[src/rtl/gallery_slot_controller_if.sv]
// Bundle of event, status and erase-handshake signals between the button
// front end / framebuffer side (master) and the slot controller (slave).
interface gallery_slot_controller_if #(
    parameter int NUM_SLOTS = 4
);
    localparam int IDX_W = $clog2(NUM_SLOTS);

    // Single-cycle events and level controls from the front end
    logic                 next_pulse;
    logic                 prev_pulse;
    logic                 delete_pulse;
    logic                 restore_all;
    logic                 slideshow_en;

    // Erase handshake with the framebuffer
    logic                 erase_req;
    logic                 erase_ack;
    logic [IDX_W-1:0]     erase_index;

    // Display status
    logic [IDX_W-1:0]     cur_index;
    logic [NUM_SLOTS-1:0] valid_mask;
    logic                 empty;
    logic                 busy;

    modport master (
        output next_pulse, prev_pulse, delete_pulse, restore_all, slideshow_en,
        output erase_ack,
        input  erase_req, erase_index,
        input  cur_index, valid_mask, empty, busy
    );

    modport slave (
        input  next_pulse, prev_pulse, delete_pulse, restore_all, slideshow_en,
        input  erase_ack,
        output erase_req, erase_index,
        output cur_index, valid_mask, empty, busy
    );
endinterface

[src/rtl/gallery_slot_controller.sv]
// Image-slot sequencer: steps the displayed slot forward/back skipping
// deleted slots, runs the erase handshake with the framebuffer and
// generates the slideshow auto-advance. All outputs come from flops.
module gallery_slot_controller #(
    parameter int NUM_SLOTS   = 4,
    parameter int SLIDE_TICKS = 100000000,
    parameter int TIMER_W     = 27
) (
    input  logic                          clk,
    input  logic                          reset_n,
    gallery_slot_controller_if.slave      bus
);

    localparam int IDX_W = $clog2(NUM_SLOTS);
    localparam logic [TIMER_W-1:0] TICK_LAST  = TIMER_W'(SLIDE_TICKS - 1);
    // Index of the final candidate a search may inspect (the original slot)
    localparam logic [IDX_W-1:0]   LAST_CHECK = IDX_W'(NUM_SLOTS - 1);

    typedef enum logic [1:0] {
        S_IDLE   = 2'd0,
        S_SEARCH = 2'd1,
        S_ERASE  = 2'd2
    } state_t;

    state_t               r_state;
    logic [IDX_W-1:0]     r_cur_index;
    logic [NUM_SLOTS-1:0] r_valid_mask;
    logic                 r_empty;
    logic                 r_busy;
    logic                 r_erase_req;
    logic [IDX_W-1:0]     r_erase_index;
    logic [IDX_W-1:0]     r_cand;
    logic                 r_dir_down;
    logic [IDX_W-1:0]     r_checks;
    logic [TIMER_W-1:0]   r_timer;

    state_t               w_state_next;
    logic [IDX_W-1:0]     w_cur_index_next;
    logic [NUM_SLOTS-1:0] w_valid_mask_next;
    logic                 w_empty_next;
    logic                 w_erase_req_next;
    logic [IDX_W-1:0]     w_erase_index_next;
    logic [IDX_W-1:0]     w_cand_next;
    logic                 w_dir_down_next;
    logic [IDX_W-1:0]     w_checks_next;
    logic [TIMER_W-1:0]   w_timer_next;
    logic                 w_tick;
    logic                 w_step_down;

    // Next-state and datapath decode for IDLE / SEARCH / ERASE
    always_comb begin
        // NOTE: every signal gets a default before the case so no path leaves it unassigned (no latches).
        w_state_next       = r_state;
        w_cur_index_next   = r_cur_index;
        w_valid_mask_next  = r_valid_mask;
        w_empty_next       = r_empty;
        w_erase_req_next   = r_erase_req;
        w_erase_index_next = r_erase_index;
        w_cand_next        = r_cand;
        w_dir_down_next    = r_dir_down;
        w_checks_next      = r_checks;
        w_timer_next       = '0;
        w_tick             = 1'b0;
        w_step_down        = 1'b0;

        case (r_state)
            S_IDLE: begin
                w_tick = bus.slideshow_en && !r_empty && (r_timer == TICK_LAST);
                if (bus.restore_all) begin
                    w_valid_mask_next = '1;
                    w_empty_next      = 1'b0;
                end else if (!r_empty && bus.delete_pulse) begin
                    w_state_next       = S_ERASE;
                    w_erase_req_next   = 1'b1;
                    w_erase_index_next = r_cur_index;
                end else if (!r_empty && (bus.next_pulse || bus.prev_pulse || w_tick)) begin
                    // next outranks prev; the slideshow tick behaves like next
                    w_step_down     = !bus.next_pulse && bus.prev_pulse;
                    w_dir_down_next = w_step_down;
                    w_cand_next     = w_step_down ? r_cur_index - IDX_W'(1)
                                                  : r_cur_index + IDX_W'(1);
                    w_checks_next   = '0;
                    w_state_next    = S_SEARCH;
                end else if (bus.slideshow_en && !r_empty) begin
                    w_timer_next = r_timer + TIMER_W'(1);
                end
            end

            S_SEARCH: begin
                if (r_valid_mask[r_cand]) begin
                    w_cur_index_next = r_cand;
                    w_state_next     = S_IDLE;
                end else if (r_checks == LAST_CHECK) begin
                    // Every slot, including the current one, is invalid
                    w_empty_next = 1'b1;
                    w_state_next = S_IDLE;
                end else begin
                    w_cand_next   = r_dir_down ? r_cand - IDX_W'(1) : r_cand + IDX_W'(1);
                    w_checks_next = r_checks + IDX_W'(1);
                end
            end

            S_ERASE: begin
                if (bus.erase_ack) begin
                    w_erase_req_next                  = 1'b0;
                    w_valid_mask_next[r_erase_index]  = 1'b0;
                    w_cand_next                       = r_cur_index + IDX_W'(1);
                    w_dir_down_next                   = 1'b0;
                    w_checks_next                     = '0;
                    w_state_next                      = S_SEARCH;
                end
            end

            default: begin
                w_state_next = S_IDLE;
            end
        endcase
    end

    // State and datapath registers with asynchronous active-low reset
    always_ff @(posedge clk or negedge reset_n) begin
        if (!reset_n) begin
            r_state       <= S_IDLE;
            r_cur_index   <= '0;
            r_valid_mask  <= '1;
            r_empty       <= 1'b0;
            r_busy        <= 1'b0;
            r_erase_req   <= 1'b0;
            r_erase_index <= '0;
            r_cand        <= '0;
            r_dir_down    <= 1'b0;
            r_checks      <= '0;
            r_timer       <= '0;
        end else begin
            // NOTE: non-blocking so every flop samples pre-edge values regardless of statement order.
            r_state       <= w_state_next;
            r_cur_index   <= w_cur_index_next;
            r_valid_mask  <= w_valid_mask_next;
            r_empty       <= w_empty_next;
            r_busy        <= (w_state_next != S_IDLE);
            r_erase_req   <= w_erase_req_next;
            r_erase_index <= w_erase_index_next;
            r_cand        <= w_cand_next;
            r_dir_down    <= w_dir_down_next;
            r_checks      <= w_checks_next;
            r_timer       <= w_timer_next;
        end
    end

    assign bus.cur_index   = r_cur_index;
    assign bus.valid_mask  = r_valid_mask;
    assign bus.empty       = r_empty;
    assign bus.busy        = r_busy;
    assign bus.erase_req   = r_erase_req;
    assign bus.erase_index = r_erase_index;

endmodule

[src/flat_wrapper.sv]
// flat-port wrapper written by rule: the top's interface ports become plain ports
module gallery_slot_controller_flat 
#(
    parameter int NUM_SLOTS   = 4,
    parameter int SLIDE_TICKS = 100000000,
    parameter int TIMER_W     = 27
)
  (clk, reset_n, bus_next_pulse, bus_prev_pulse, bus_delete_pulse, bus_restore_all, bus_slideshow_en, bus_erase_ack, bus_erase_req, bus_erase_index, bus_cur_index, bus_valid_mask, bus_empty, bus_busy);
  gallery_slot_controller_if #(.NUM_SLOTS(NUM_SLOTS)) bus_i ();
  input  logic clk;
  input  logic reset_n;
  input wire logic [$bits(bus_i.next_pulse)-1:0] bus_next_pulse;
  input wire logic [$bits(bus_i.prev_pulse)-1:0] bus_prev_pulse;
  input wire logic [$bits(bus_i.delete_pulse)-1:0] bus_delete_pulse;
  input wire logic [$bits(bus_i.restore_all)-1:0] bus_restore_all;
  input wire logic [$bits(bus_i.slideshow_en)-1:0] bus_slideshow_en;
  input wire logic [$bits(bus_i.erase_ack)-1:0] bus_erase_ack;
  output wire logic [$bits(bus_i.erase_req)-1:0] bus_erase_req;
  output wire logic [$bits(bus_i.erase_index)-1:0] bus_erase_index;
  output wire logic [$bits(bus_i.cur_index)-1:0] bus_cur_index;
  output wire logic [$bits(bus_i.valid_mask)-1:0] bus_valid_mask;
  output wire logic [$bits(bus_i.empty)-1:0] bus_empty;
  output wire logic [$bits(bus_i.busy)-1:0] bus_busy;
  assign bus_i.next_pulse = bus_next_pulse;
  assign bus_i.prev_pulse = bus_prev_pulse;
  assign bus_i.delete_pulse = bus_delete_pulse;
  assign bus_i.restore_all = bus_restore_all;
  assign bus_i.slideshow_en = bus_slideshow_en;
  assign bus_i.erase_ack = bus_erase_ack;
  assign bus_erase_req = bus_i.erase_req;
  assign bus_erase_index = bus_i.erase_index;
  assign bus_cur_index = bus_i.cur_index;
  assign bus_valid_mask = bus_i.valid_mask;
  assign bus_empty = bus_i.empty;
  assign bus_busy = bus_i.busy;
  gallery_slot_controller #(.NUM_SLOTS(NUM_SLOTS), .SLIDE_TICKS(SLIDE_TICKS), .TIMER_W(TIMER_W)) u_core (.clk(clk), .reset_n(reset_n), .bus(bus_i));
endmodule
[config.mk]
export PLATFORM = sky130hd
export DESIGN_NAME = gallery_slot_controller_flat
export DESIGN_NICKNAME = d
export VERILOG_FILES = /design/src/rtl/gallery_slot_controller_if.sv /design/src/rtl/gallery_slot_controller.sv /design/src/flat_wrapper.sv
export SDC_FILE = /design/constraint.sdc
export NUM_CORES = 1
export LEC_CHECK = 0
export BUFFER_PORTS_ARGS = -buffer_cell sky130_fd_sc_hd__buf_2
export CORE_UTILIZATION = 59
export CTS_BUF_LIST = sky130_fd_sc_hd__clkbuf_16
export DETAILED_ROUTE_END_ITERATION = 6
export PLACE_DENSITY = 0.79
export SLEW_MARGIN = 20
export SYNTH_ARGS = -nofsm -noshare
export SYNTH_HDL_FRONTEND = slang
export SYNTH_SLANG_ARGS = --single-unit
[constraint.sdc]
create_clock -name clk -period 2.8 [get_ports clk]
set_input_delay 0.56 -clock clk [delete_from_list [all_inputs] [get_ports clk]]
set_output_delay 0.56 -clock clk [all_outputs]
set_load 0.05 [all_outputs]
[Word-level counts from Yosys, hierarchy flattened]
Cells that the tools add are included.
Word-level totals
  register bits after elaboration: 45
  logic and storage cells: 105
  output and inout port bits: 11
Cells by class
  bitwise logic cells: 3
  order comparisons: 3
  add/sub/neg operators: 6
  equal/unequal tests: 13
  reduce and logical (&&, ||, !) cells: 22
  mux-type cells: 47
Operator list (count)
  two-way mux 27 bit: 5
  two-way mux 2 bit: 20
  adder 27 x 1 -> 27 bit (second input constant): 1
  == test 27 bit (second input constant): 1
  case mux 2 bit (3 select lines): 3
  inequality test 2 bit (second input constant): 6
  two-way mux 1 bit: 11
  two-way mux 4 bit: 2
  case mux 4 bit (2 select lines): 1
  AND reduction 4 bit: 2
  AND reduction 7 bit: 1
  adder 2 x 1 -> 2 bit (second input constant): 3
  logical AND 1 bit: 6
  < comparator 2 x 3 -> 1 bit (second input constant): 2
  inequality test 2 x 1 -> 1 bit (second input constant): 3
  case mux 1 bit (2 select lines): 3
  AND reduction 3 bit: 2
  nonzero test 2 bit: 3
  AND reduction 5 bit: 1
  AND 4 bit: 1
  == test 2 bit (second input constant): 2
  NOT 4 bit: 1
  subtractor 2 x 1 -> 2 bit (second input constant): 2
  nonzero test 3 bit: 1
  other kinds (9): 11

[Logic depth before layout (Yosys ltp)]
  depth after elaboration: 10
  depth in mapped cells: 8
  depth with buffers taken out: 7

[Worst setup path before layout]
OpenSTA, ideal clock, no wires.
  kind: register to register
  start: register u_core.r_empty, in the netlist u_core.bus.empty
  end: register u_core.r_cand[0]
  clock period less this slack: 2.161 ns
  required time: 2.673 ns
  arrival: 2.034 ns
  path buffers: 0
  stages on the path, launching flop included: 6
  path slack: 0.639 ns
  path through: dfrtp_1 -> or4bb_4 -> nor4_4 -> a41o_2 -> nand3_2 -> mux2_1
Between the ends
  word-level cells in the longest chain between the ends: 7
Ends and longest elaborated chain
  start, declared: RTL line gallery_slot_controller.sv:28  | logic r_empty;
  start signal, assigned: RTL line gallery_slot_controller.sv:139  | r_empty <= w_empty_next;
  zero test 1 bit *: RTL line gallery_slot_controller.sv:68, gallery_slot_controller.sv:72, gallery_slot_controller.sv:76
  logical AND 1 bit (2 in series): RTL line gallery_slot_controller.sv:68  | w_tick = bus.slideshow_en && !r_empty && (r_timer == TICK_LAST);
  logical OR 1 bit: RTL line gallery_slot_controller.sv:76  | end else if (!r_empty && (bus.next_pulse || bus.prev_pulse || w_tick)) begin
  logical AND 1 bit: RTL line gallery_slot_controller.sv:76
  inequality test 2 x 1 -> 1 bit (no source line)
  AND reduction 7 bit (no source line) *
  end signal, assigned: RTL line gallery_slot_controller.sv:143  | r_cand <= w_cand_next;
  end, declared: RTL line gallery_slot_controller.sv:32  | logic [IDX_W-1:0] r_cand;
Mark *: on every way between the ends. The rest lies on a longest branch, timed or not.
A chain may end at the register's enable or synchronous reset.

[Final worst setup path]
  start: register u_core.r_state[0]
  end: register u_core.r_cand[0]
Between the ends
  word-level cells in the longest chain between the ends: 3
Ends and longest elaborated chain
  start, declared: RTL line gallery_slot_controller.sv:25  | state_t r_state;
  start signal, assigned: RTL line gallery_slot_controller.sv:136  | r_state <= w_state_next;
  == test 2 x 1 -> 1 bit (tied with other cells): RTL line gallery_slot_controller.sv:66  | case (r_state)
  inequality test 2 bit (no source line) (tied with other cells)
  AND reduction 7 bit (no source line)
Parallel ways exist; a longest one is shown, timed or not.

==> results.toml <==
[status]
status = "finished, final reports clean"

[logic_synthesis]
synth-simple-area-share_pct = 25.9
ys_seq_area_share_pct = 46.3
yosys.cell_types.count = 53
ys_warn_count = 0
synth-adder-area-share_pct = 3.07
synth_edf_count = 0
async_flop_share_pct = 100
synth-compound-area-share_pct = 9.07
ys_ff_latch = 45
synth_fp_nets = 263
synth_top_family_by_area = "simple AND/OR/NAND/NOR gates"
muxShareOfSynthArea_pct = 2.92
syn-instance-count = 249
synth_area_per_cell_um2 = 9.81
synth_area_um2 = 2440
ys.flop_type = "dfrtp_1"
synthXorXnorAreaFrac_pct = 9.68

[clock_tree]
cts_resized = 0
htreeDepth = 2
cts-root-buf = "clkbuf_16"
cts_hold_buffers = 0
path_clk_slew_ns = 0.07
clk-insertion-delay-late_ns = 0.29
cts_tree = "yes"
numCtsBuffers = 5
clockBufferDepth = 2
cts_sinks = 45
post_cts_buffers = 0

[detailed_routing]
route.detailed.drc = 0
vias = 1809
wl_mm = 4.75
via_per_inst = 5.64
drtIter0Drc = 99
wl_per_cell_um = 14.8
ant_nets = 0
firstDrtPassIters = 4

[worst_setup_path]
arrival_ns = 2.37
start_kind = "flop"
cp_cell_sequence = "inv_1 > ha_1 > and2b_1 > a211oi_1 > nand3_2 > mux2_1"
critPathRequiredTime_ns = 2.97
crit_slowest_cell = "a211oi_1"
crit_family = "compound AO/OA/AOI/OAI gates"
r2r_cells = 6
r2r_end = "u_core.r_cand[0]$_DFFE_PN0P_"
r2r-start = "u_core.r_state[0]$_DFF_PN0_"
critPathCaptureType = "flop"
crit_path_max_fanout = 10
slowest_delay_ns = 0.52
path_buf_inv = 1
crit_type = "reg2reg"
r2r_slack_ns = 0.60

[placed_design]
port_buffers = 18
gp_congestion = 0.837
hpwl_mm = 3.36
place_ws_ns = 0.624

[global_route]
grt-ovfl-total = 0
antenna_found_initial = 0
grt_pass1_wl_mm = 7.91
grt_max_degree = 33
grt_usage_pct = 23.8
first_global_vias = 1778

[finish]
nets = 284
antenna_cells = 0
drive_gt1_share_pct = 17.7
syn2layout_area_growth_pct = 11.0
regArea_um2 = 1130
multi_input_area_um2 = 1240
fillers = 335

[floorplanning]
ios = 19
fp.coreArea_um2 = 4000
die-width_um = 66.3
rows = 23
die_h_um = 66.3
die-area_um2 = 4400
start_util_pct = 61.1

[sta]
finalHoldViolations = 0
drv_slew = 0
worstMarginPinSlew_ns = 0.641
post-route-period-util_pct = 78.6
fin_setup_tns_ns = 0
min_period_ns = 2.20
rsz0062_at_grt = "false"
timing.hold.ws_ns = 0.157
slew_headroom_pct = 57.0
fin_ws_ns = 0.598
fmax_mhz = 454
skew_ns = 0.00776
final-setup-viol-count = 0

[worst_hold_path]
holdCritPathClass = "in2async"

[power_and_ir_drop]
power_uw = 2390
ir_drop_mv = 0.409
p_leak_uw = 0.00113
p_per_area_nw_per_um2 = 881

[run]
maxCapViolations = 0
==> report_power, final <==
group          leakage [µW]  switching (µW)  internal (µW)  total, µW
clock             0.0000687             236            323        559
sequential         0.000598            99.5            780        880
combinational      0.000466             629            319        949
total               0.00113             965           1420       2390
==> cells in the final DEF (no fill, tap or decap), drive strengths merged, types with 3 or more instances in the layout <==
| cell type | count |
|---|---|
| dfrtp | 41 |
| nor2 | 39 |
| nand2 | 20 |
| xnor2 | 20 |
| buf | 20 |
| nand3 | 13 |
| o21ai | 11 |
| inv | 10 |
| nor3 | 10 |
| xor2 | 7 |
| ha | 6 |
| nand2b | 5 |
| clkbuf | 5 |
| nand4 | 5 |
| nor4 | 5 |
| and3 | 5 |
| a21oi | 4 |
| dfstp | 4 |
| mux2 | 4 |
| or3 | 3 |
| clkinv | 3 |
==> how the worst max path moves through the flow <==
stage | from | slack (ns) | cells past startpoint | end
after global placement | bus_slideshow_en | 0.66 | 7 | u_core.r_timer[10]$_DFF_PN0_
after floorplan | u_core.bus.empty$_DFFE_PN0P_ | 0.64 | 5 | u_core.r_cand[0]$_DFFE_PN0P_
final | u_core.r_state[0]$_DFF_PN0_ | 0.60 | 6 | u_core.r_cand[0]$_DFFE_PN0P_
after CTS | u_core.r_state[0]$_DFF_PN0_ | 0.63 | 6 | u_core.r_cand[0]$_DFFE_PN0P_
after global routing | u_core.r_state[0]$_DFF_PN0_ | 0.40 | 6 | u_core.r_cand[0]$_DFFE_PN0P_
after detailed placement | bus_slideshow_en | 0.62 | 7 | u_core.r_timer[17]$_DFF_PN0_
==> registers in the layout, summed over array words and instances, names as in the netlist <==
name / cells
u_core.bus.cur_index: 2
u_core.r_cand: 2
u_core.bus.busy: 1
u_core.bus.empty: 1
u_core.r_checks: 2
u_core.bus.erase_index: 2
u_core.r_dir_down: 1
u_core.bus.valid_mask: 4
u_core.r_state: 2
u_core.r_timer: 27
u_core.bus.erase_req: 1
==> layout make-up <==
cell class / count / share of cell area [%]
multi-input cells: 188 / 45.6
flip-flops and latches: 45 / 41.7
clock buffers: 5 / 4.62
repair buffers: 20 / 3.88
well taps: 50 / 2.31
inverters: 10 / 1.39
clock inverters: 3 / 0.462
==> cells in the mapped netlist, types with 2 or more instances <==
| cell | n | area, µm² |
|---|---|---|
| dfrtp_1 | 41 | 1030 |
| nor2_1 | 39 | 146 |
| nand2_1 | 20 | 75.1 |
| xnor2_1 | 20 | 175 |
| nand3_1 | 12 | 60.1 |
| o21ai_0 | 11 | 55.1 |
| inv_1 | 10 | 37.5 |
| nor3_1 | 10 | 50.1 |
| xor2_1 | 7 | 61.3 |
| ha_1 | 6 | 75.1 |
| nand2b_1 | 5 | 31.3 |
| a21oi_1 | 4 | 20.0 |
| dfstp_2 | 4 | 105 |
| nand4_1 | 4 | 25.0 |
| nor4_1 | 4 | 25.0 |
| and3_1 | 3 | 18.8 |
| clkbuf_1 | 3 | 11.3 |
| a211oi_1 | 2 | 15.0 |
| a41o_2 | 2 | 22.5 |
| and3_2 | 2 | 15.0 |
| buf_4 | 2 | 15.0 |
| mux2_1 | 2 | 22.5 |
| mux2_2 | 2 | 22.5 |
| o22ai_1 | 2 | 12.5 |
| o2bb2ai_1 | 2 | 17.5 |
| o31ai_1 | 2 | 15.0 |
| or3_1 | 2 | 12.5 |
==> layer usage <==
metal  up-vias  global-route usage, %  part of all wire (%)  wire length (µm)
met5         -                      0                     0                 0
met4         0                   9.57                   1.7                81
met3         9                   4.31                   3.1               147
met2        33                   36.7                    46              2170
met1       863                   32.7                    49              2350
li1        904                      -                     -                 -
==> through the flow <==
stage / cell area [µm²] / instances / utilization (%)
final: 2710 / 321 / 67.8
after global placement: 2570 / 313 / 64.3
after floorplan: 2440 / 249 / -
after CTS: 2710 / 321 / 67.8
after detailed placement: 2570 / 313 / 64.3
after global routing: 2710 / 321 / 67.8
==> cell families after synthesis <==
kind of cell	after synthesis
AO/OA/AOI/OAI	31
XOR/XNOR	27
adder cells (fa/ha/maj)	6
buffers and inverters	16
flip-flops	45
multiplexers	5
AND/OR/NAND/NOR	119
No activity file was read; power rests on OpenSTA's default activity.
